==> config.mk <==
export PLATFORM = sky130hd
export DESIGN_NAME = mips_controller
export DESIGN_NICKNAME = d
export VERILOG_FILES = /design/src/rtl/mips_pkg.sv /design/src/rtl/mips_aludec.sv /design/src/rtl/mips_controller.sv
export SDC_FILE = /design/constraint.sdc
export NUM_CORES = 1
export LEC_CHECK = 0
export CAP_MARGIN = 20
export CORE_MARGIN = 2
export CORE_UTILIZATION = 33
export CTS_CLUSTER_DIAMETER = 80
export DETAILED_ROUTE_END_ITERATION = 16
export PLACE_DENSITY = 0.77
export SYNTH_ARGS = -nofsm -noshare
export SYNTH_HDL_FRONTEND = slang
export SYNTH_SLANG_ARGS = --single-unit
==> constraint.sdc <==
create_clock -name clk -period 1.75 [get_ports clk]
set_input_delay 0.35 -clock clk [delete_from_list [all_inputs] [get_ports clk]]
set_output_delay 0.35 -clock clk [all_outputs]
set_load 0.03 [all_outputs]
==> src/rtl/mips_pkg.sv <==
// Shared definitions for the multicycle MIPS controller: state encoding,
// opcode and funct values, ALU operation classes and alucontrol codes.
// Optional feature macro: MIPS_CTRL_ADDI_EN (adds the ADDI execute/writeback states).
package mips_pkg;

    // State encoding (4 bits, value 15 is unused and treated as illegal)
    typedef logic [3:0] state_t;
    localparam state_t FETCH1  = 4'd0;
    localparam state_t FETCH2  = 4'd1;
    localparam state_t FETCH3  = 4'd2;
    localparam state_t FETCH4  = 4'd3;
    localparam state_t DECODE  = 4'd4;
    localparam state_t MEMADR  = 4'd5;
    localparam state_t LBRD    = 4'd6;
    localparam state_t LBWR    = 4'd7;
    localparam state_t SBWR    = 4'd8;
    localparam state_t RTYPEEX = 4'd9;
    localparam state_t RTYPEWR = 4'd10;
    localparam state_t BEQEX   = 4'd11;
    localparam state_t JEX     = 4'd12;
    localparam state_t ADDIEX  = 4'd13;
    localparam state_t ADDIWR  = 4'd14;

    // Opcodes (instr[31:26])
    localparam logic [5:0] OP_RTYPE = 6'b000000;
    localparam logic [5:0] OP_J     = 6'b000010;
    localparam logic [5:0] OP_BEQ   = 6'b000100;
    localparam logic [5:0] OP_ADDI  = 6'b001000;
    localparam logic [5:0] OP_LB    = 6'b100000;
    localparam logic [5:0] OP_SB    = 6'b101000;

    // R-type funct codes (instr[5:0])
    localparam logic [5:0] FN_ADD = 6'b100000;
    localparam logic [5:0] FN_SUB = 6'b100010;
    localparam logic [5:0] FN_AND = 6'b100100;
    localparam logic [5:0] FN_OR  = 6'b100101;
    localparam logic [5:0] FN_SLT = 6'b101010;

    // ALU operation class requested by the FSM; NONE drives alucontrol to 000
    typedef logic [1:0] aluop_t;
    localparam aluop_t ALUOP_NONE  = 2'b00;
    localparam aluop_t ALUOP_ADD   = 2'b01;
    localparam aluop_t ALUOP_SUB   = 2'b10;
    localparam aluop_t ALUOP_FUNCT = 2'b11;

    // alucontrol codes
    localparam logic [2:0] ALU_AND  = 3'b000;
    localparam logic [2:0] ALU_OR   = 3'b001;
    localparam logic [2:0] ALU_ADD  = 3'b010;
    localparam logic [2:0] ALU_SUB  = 3'b110;
    localparam logic [2:0] ALU_SLT  = 3'b111;
    localparam logic [2:0] ALU_NONE = 3'b000;

endpackage

==> src/rtl/mips_aludec.sv <==
// ALU decoder: maps the FSM's ALU operation class and the R-type funct
// field onto the 3-bit alucontrol code.
module mips_aludec
    import mips_pkg::*;
(
    input  logic [1:0] aluop,
    input  logic [5:0] funct,
    output logic [2:0] alucontrol
);

    // Fixed add/sub for address and branch math, funct lookup for R-type
    always_comb begin
        alucontrol = ALU_NONE;
        case (aluop)
            ALUOP_ADD: alucontrol = ALU_ADD;
            ALUOP_SUB: alucontrol = ALU_SUB;
            ALUOP_FUNCT: begin
                case (funct)
                    FN_ADD:  alucontrol = ALU_ADD;
                    FN_SUB:  alucontrol = ALU_SUB;
                    FN_AND:  alucontrol = ALU_AND;
                    FN_OR:   alucontrol = ALU_OR;
                    FN_SLT:  alucontrol = ALU_SLT;
                    default: alucontrol = ALU_ADD;
                endcase
            end
            default: alucontrol = ALU_NONE;
        endcase
    end

endmodule

==> src/rtl/mips_controller.sv <==
// Multicycle MIPS controller: Moore FSM fetching a 32-bit instruction one
// byte per cycle, then sequencing LB, SB, R-type, BEQ, J (and optionally ADDI).
// Optional feature macro: MIPS_CTRL_ADDI_EN (ADDIEX/ADDIWR states, op 001000).
// While reset is low every output, including alucontrol, is held at 0.
// state_dbg exposes the current state encoding for observation.
module mips_controller
    import mips_pkg::*;
(
    input  logic       clk,
    input  logic       reset,
    input  logic [5:0] op,
    input  logic [5:0] funct,
    input  logic       zero,
    output logic       memread,
    output logic       memwrite,
    output logic       alusrca,
    output logic [1:0] alusrcb,
    output logic       iord,
    output logic       memtoreg,
    output logic       regdst,
    output logic       regwrite,
    output logic [3:0] irwrite,
    output logic [1:0] pcsource,
    output logic       pcen,
    output logic [2:0] alucontrol,
    output logic [3:0] state_dbg
);

    state_t     state;
    state_t     next_state;
    aluop_t     aluop;
    logic [2:0] alu_raw;
    logic       pcwrite;
    logic       branch;
    logic       c_memread, c_memwrite, c_alusrca, c_iord;
    logic       c_memtoreg, c_regdst, c_regwrite;
    logic [1:0] c_alusrcb, c_pcsource;
    logic [3:0] c_irwrite;

    // State register; reset drops straight to FETCH1 without waiting for clk
    always_ff @(posedge clk or negedge reset) begin
        if (!reset) state <= FETCH1;
        else        state <= next_state;
    end

    // Next-state logic; illegal encodings fall back to FETCH1
    always_comb begin
        next_state = FETCH1;
        case (state)
            FETCH1: next_state = FETCH2;
            FETCH2: next_state = FETCH3;
            FETCH3: next_state = FETCH4;
            FETCH4: next_state = DECODE;
            DECODE: begin
                case (op)
                    OP_LB, OP_SB: next_state = MEMADR;
                    OP_RTYPE:     next_state = RTYPEEX;
                    OP_BEQ:       next_state = BEQEX;
                    OP_J:         next_state = JEX;
`ifdef MIPS_CTRL_ADDI_EN
                    OP_ADDI:      next_state = ADDIEX;
`endif
                    default:      next_state = FETCH1;
                endcase
            end
            MEMADR: begin
                if (op == OP_SB)      next_state = SBWR;
                else if (op == OP_LB) next_state = LBRD;
                else                  next_state = FETCH1;
            end
            LBRD:    next_state = LBWR;
            LBWR:    next_state = FETCH1;
            SBWR:    next_state = FETCH1;
            RTYPEEX: next_state = RTYPEWR;
            RTYPEWR: next_state = FETCH1;
            BEQEX:   next_state = FETCH1;
            JEX:     next_state = FETCH1;
`ifdef MIPS_CTRL_ADDI_EN
            ADDIEX:  next_state = ADDIWR;
            ADDIWR:  next_state = FETCH1;
`endif
            default: next_state = FETCH1;
        endcase
    end

    // Moore output decode; anything not set for a state stays 0
    always_comb begin
        c_memread  = 1'b0;
        c_memwrite = 1'b0;
        c_alusrca  = 1'b0;
        c_alusrcb  = 2'b00;
        c_iord     = 1'b0;
        c_memtoreg = 1'b0;
        c_regdst   = 1'b0;
        c_regwrite = 1'b0;
        c_irwrite  = 4'b0000;
        c_pcsource = 2'b00;
        pcwrite    = 1'b0;
        branch     = 1'b0;
        aluop      = ALUOP_NONE;
        case (state)
            FETCH1, FETCH2, FETCH3, FETCH4: begin
                c_memread = 1'b1;
                c_irwrite = 4'b0001 << state[1:0];
                c_alusrcb = 2'b01;
                aluop     = ALUOP_ADD;
                pcwrite   = 1'b1;
            end
            DECODE: begin
                c_alusrcb = 2'b11;
                aluop     = ALUOP_ADD;
            end
            MEMADR: begin
                c_alusrca = 1'b1;
                c_alusrcb = 2'b10;
                aluop     = ALUOP_ADD;
            end
            LBRD: begin
                c_memread = 1'b1;
                c_iord    = 1'b1;
            end
            LBWR: begin
                c_regwrite = 1'b1;
                c_memtoreg = 1'b1;
            end
            SBWR: begin
                c_memwrite = 1'b1;
                c_iord     = 1'b1;
            end
            RTYPEEX: begin
                c_alusrca = 1'b1;
                aluop     = ALUOP_FUNCT;
            end
            RTYPEWR: begin
                c_regwrite = 1'b1;
                c_regdst   = 1'b1;
            end
            BEQEX: begin
                c_alusrca  = 1'b1;
                aluop      = ALUOP_SUB;
                branch     = 1'b1;
                c_pcsource = 2'b01;
            end
            JEX: begin
                pcwrite    = 1'b1;
                c_pcsource = 2'b10;
            end
`ifdef MIPS_CTRL_ADDI_EN
            ADDIEX: begin
                c_alusrca = 1'b1;
                c_alusrcb = 2'b10;
                aluop     = ALUOP_ADD;
            end
            ADDIWR: begin
                c_regwrite = 1'b1;
            end
`endif
            default: ;
        endcase
    end

    mips_aludec u_aludec (
        .aluop      (aluop),
        .funct      (funct),
        .alucontrol (alu_raw)
    );

    // Outputs are forced low for as long as reset is held
    assign memread    = reset & c_memread;
    assign memwrite   = reset & c_memwrite;
    assign alusrca    = reset & c_alusrca;
    assign alusrcb    = reset ? c_alusrcb  : 2'b00;
    assign iord       = reset & c_iord;
    assign memtoreg   = reset & c_memtoreg;
    assign regdst     = reset & c_regdst;
    assign regwrite   = reset & c_regwrite;
    assign irwrite    = reset ? c_irwrite  : 4'b0000;
    assign pcsource   = reset ? c_pcsource : 2'b00;
    assign pcen       = reset & (pcwrite | (branch & zero));
    assign alucontrol = reset ? alu_raw    : 3'b000;
    assign state_dbg  = state;

endmodule
==> results.ini, run 1 <==
[clocking]
path_clk_slew_ns = 0.05
cts_root_buf = clkbuf_4
hold_buffers = 0
cts_buffers = 3
clockBufferDepth = 2
cts_tree = built
clock_sinks = 4
clk_latency_ns = 0.24
cts-htree-levels = 1

[outcome]
outcome = complete, but fails checks
violations = setup timing

[synthesis]
seq_area_frac_synth_pct = 18.9
synth_area_um2 = 531
yosys_warnings = 0
netlist_instances = 78
ys_ff_latch = 4
synthFlopType = dfrtp_1
synth.distinct_cells = 32
synth_nets = 93
synth-edff-count = 0
avgSynthCellArea_um2 = 6.80
synthArstFlopShare_pct = 100

[timing]
maxSlewHeadroom_pct = 78.9
fin_crit_ns = 1.82
drv_slew = 0
finalHoldViolCount = 0
tns_ns = -0.0658
clock_skew_ns = 0.0128
timing.hold.ws_ns = 0.152
rsz0062_at_grt = yes
fin_ws_ns = -0.0658
fmax_ghz = 0.551
fin_crit_sh_pct = 104
setup_viol = 1
tightest_slew_ns = 0.315

[worst_setup_path]
crit_type = register to primary output
path_cells = buf_4, nand2b_4, o21ai_0, and3_1, buf_6
cp_slowest_cell = dfrtp_2
startpoint = state_dbg[3]
r2r_setup_slack_ns = 0.23
r2r_start = state_dbg[1]
crit_path_start_kind = register
cpPeakStageDelay_ns = 0.43
critPathArrivalTime_ns = 1.47
cp-end-kind = primary output
critPathMaxFanout = 5
crit_required_ns = 1.40

[floorplanning]
core_mm2 = 0.00151
start_util_pct = 35.2
rows = 14
io_pins = 38
die_w_um = 44.1
die_h_um = 44.1
die_area_mm2 = 0.00194

[global_route]
antenna_found_initial = 0
grtUsageTotal_pct = 21.0
grt_pass1_wl_mm = 3.07
grt_pass1_vias = 723
grt_overflow = 0
grt_max_degree = 13

[layout]
largest_reg_flops = 4
drive_above_1_share_pct = 55.5
regArea_um2 = 105
utilization_pct = 78.7
fillers = 102
multiInputGateArea_um2 = 495
final_cell_mix = 35 x buf_4, 9 x nor2_1, 9 x buf_6
n_antenna_cell = 0
layout_commonest_cell = buf_4
syn2layout_area_growth_pct = 123
nets = 153

[drt]
vias_per_cell = 5.54
first_iter_violations = 18
drc = 0
wl_per_cell_um = 14.6
drtPass1Iterations = 4
vias = 847
wl_mm = 2.23
postRouteAntennaNets = 0

[run]
maxCapViolCount = 0

[power_and_ir_drop]
power.share.clock_pct = 8.9
power.leakage_nw = 0.548
max-vdd-ir-drop_mv = 0.835
p_per_area_mw_per_mm2 = 1230
switching_share_pct = 51.3
comb_power_share_pct = 75.5
seqPwrFrac_pct = 15.6
p_sw_mw = 0.747
p_int_mw = 0.710

[place]
io_buffers = 37
gp_congestion = 0.835
dp_hpwl_mm = 1.42

[worst_hold_path]
min_path_type = input pin to async pin

repair_timing:
item,in CTS,in global routing
resized for setup,21,19
gates cloned,0,0
setup endpoints to repair,15,7
pin swaps,7,5
buffers inserted,3,8
per-stage QoR:
stage / cell area, um2 / setup slack (ns) / instances / power [mW]
6_report: 1180 / -0.0658 / 153 / 1.46
5_1_grt: 1180 / -0.125 / 153 / 1.54
4_1_cts: 1060 / -0.0144 / 145 / 1.30
3_5_place_dp: 981 / -0.127 / 138 / 1.09
3_3_place_gp: 981 / -0.0578 / 138 / 1.08
2_1_floorplan: 569 / -0.0807 / 78 / 0.781
worst max-delay path: cells and delay by family, from the launching register on:
| kind | cells | cell delay, ns |
|---|---|---|
| compound gates | 1 | 0.15 |
| simple gates | 2 | 0.37 |
| buf+inv | 2 | 0.29 |
| flops | 1 | 0.43 |
kinds of logic after synthesis:
family	count (synthesis)	synth area share, %
AO/OA/AOI/OAI	22	28.5
buffers and inverters	9	7.07
flip-flops	4	18.9
multiplexers	1	1.89
AND/OR/NAND/NOR	42	43.6
power by group through the flow:
| stage | Sequential, mW | Clock [mW] | Combinational, mW |
|---|---|---|---|
| 2_1_floorplan | 0.239 | 0 | 0.541 |
| 3_3_place_gp | 0.221 | 0 | 0.856 |
| 3_5_place_dp | 0.226 | 0 | 0.859 |
| 4_1_cts | 0.213 | 0.135 | 0.958 |
| 5_1_grt | 0.232 | 0.145 | 1.17 |
| 6_report | 0.228 | 0.129 | 1.10 |
area by class of cell:
type,instances,area share (%)
Sequential cell,4,8.87
Multi-Input combinational cell,65,41.8
Tap cell,16,1.69
Timing Repair Buffer,61,44.5
Inverter,3,0.950
Clock buffer,4,2.22
worst paths after layout:
check | endpoint | cells after the start
worst max register to register | state_dbg[2] | 4
worst min register to register | state_dbg[0] | 2
max in group asynchronous | state_dbg[3] | 3
worst min-delay path | state_dbg[0] | 2
min in group clk | state_dbg[0] | 2
worst max-delay path | alusrca | 5
Yosys cell counts (2+ instances only):
cell	n	share of area [%]
a41oi_1	2	3.3
nand2b_1	4	4.7
dfrtp_1	4	19
a21oi_1	6	5.7
nand3_1	2	1.9
and3_1	2	2.4
o22ai_1	3	3.5
inv_1	2	1.4
nand2_1	7	5.0
o21ai_0	3	2.8
nor2b_1	4	4.7
clkbuf_1	3	2.1
buf_2	3	2.8
nor3_1	4	3.8
nor2_1	12	8.5
metal layers:
layer  vias up  routed length [um]  share of wire [%]  track usage (%)
li1        409                   -                  -                -
met1       396                 852                 38             25.6
met2        36                1230                 55             36.2
met3         6                 100                4.5             6.12
met4         0                  56                2.5             5.45
met5         -                   0                  0                0
No activity file was read; power rests on OpenSTA's default activity.
==> run 2: changes to the inputs <==
--- a/config.mk
+++ b/config.mk
@@ -10,6 +10,7 @@
 export CORE_UTILIZATION = 33
 export CTS_CLUSTER_DIAMETER = 80
 export DETAILED_ROUTE_END_ITERATION = 16
+export GPL_ROUTABILITY_DRIVEN = 0
 export PLACE_DENSITY = 0.77
 export SYNTH_ARGS = -nofsm -noshare
 export SYNTH_HDL_FRONTEND = slang
==> results of run 2 <==
The final DEF is identical to that of run 1; final timing and power are the same.
==> run 3: changes to the inputs <==
--- a/config.mk
+++ b/config.mk
@@ -5,7 +5,6 @@
 export SDC_FILE = /design/constraint.sdc
 export NUM_CORES = 1
 export LEC_CHECK = 0
-export CAP_MARGIN = 20
 export CORE_MARGIN = 2
 export CORE_UTILIZATION = 33
 export CTS_CLUSTER_DIAMETER = 80
==> results of run 3 <==
The final DEF is identical to that of run 1; final timing and power are the same.
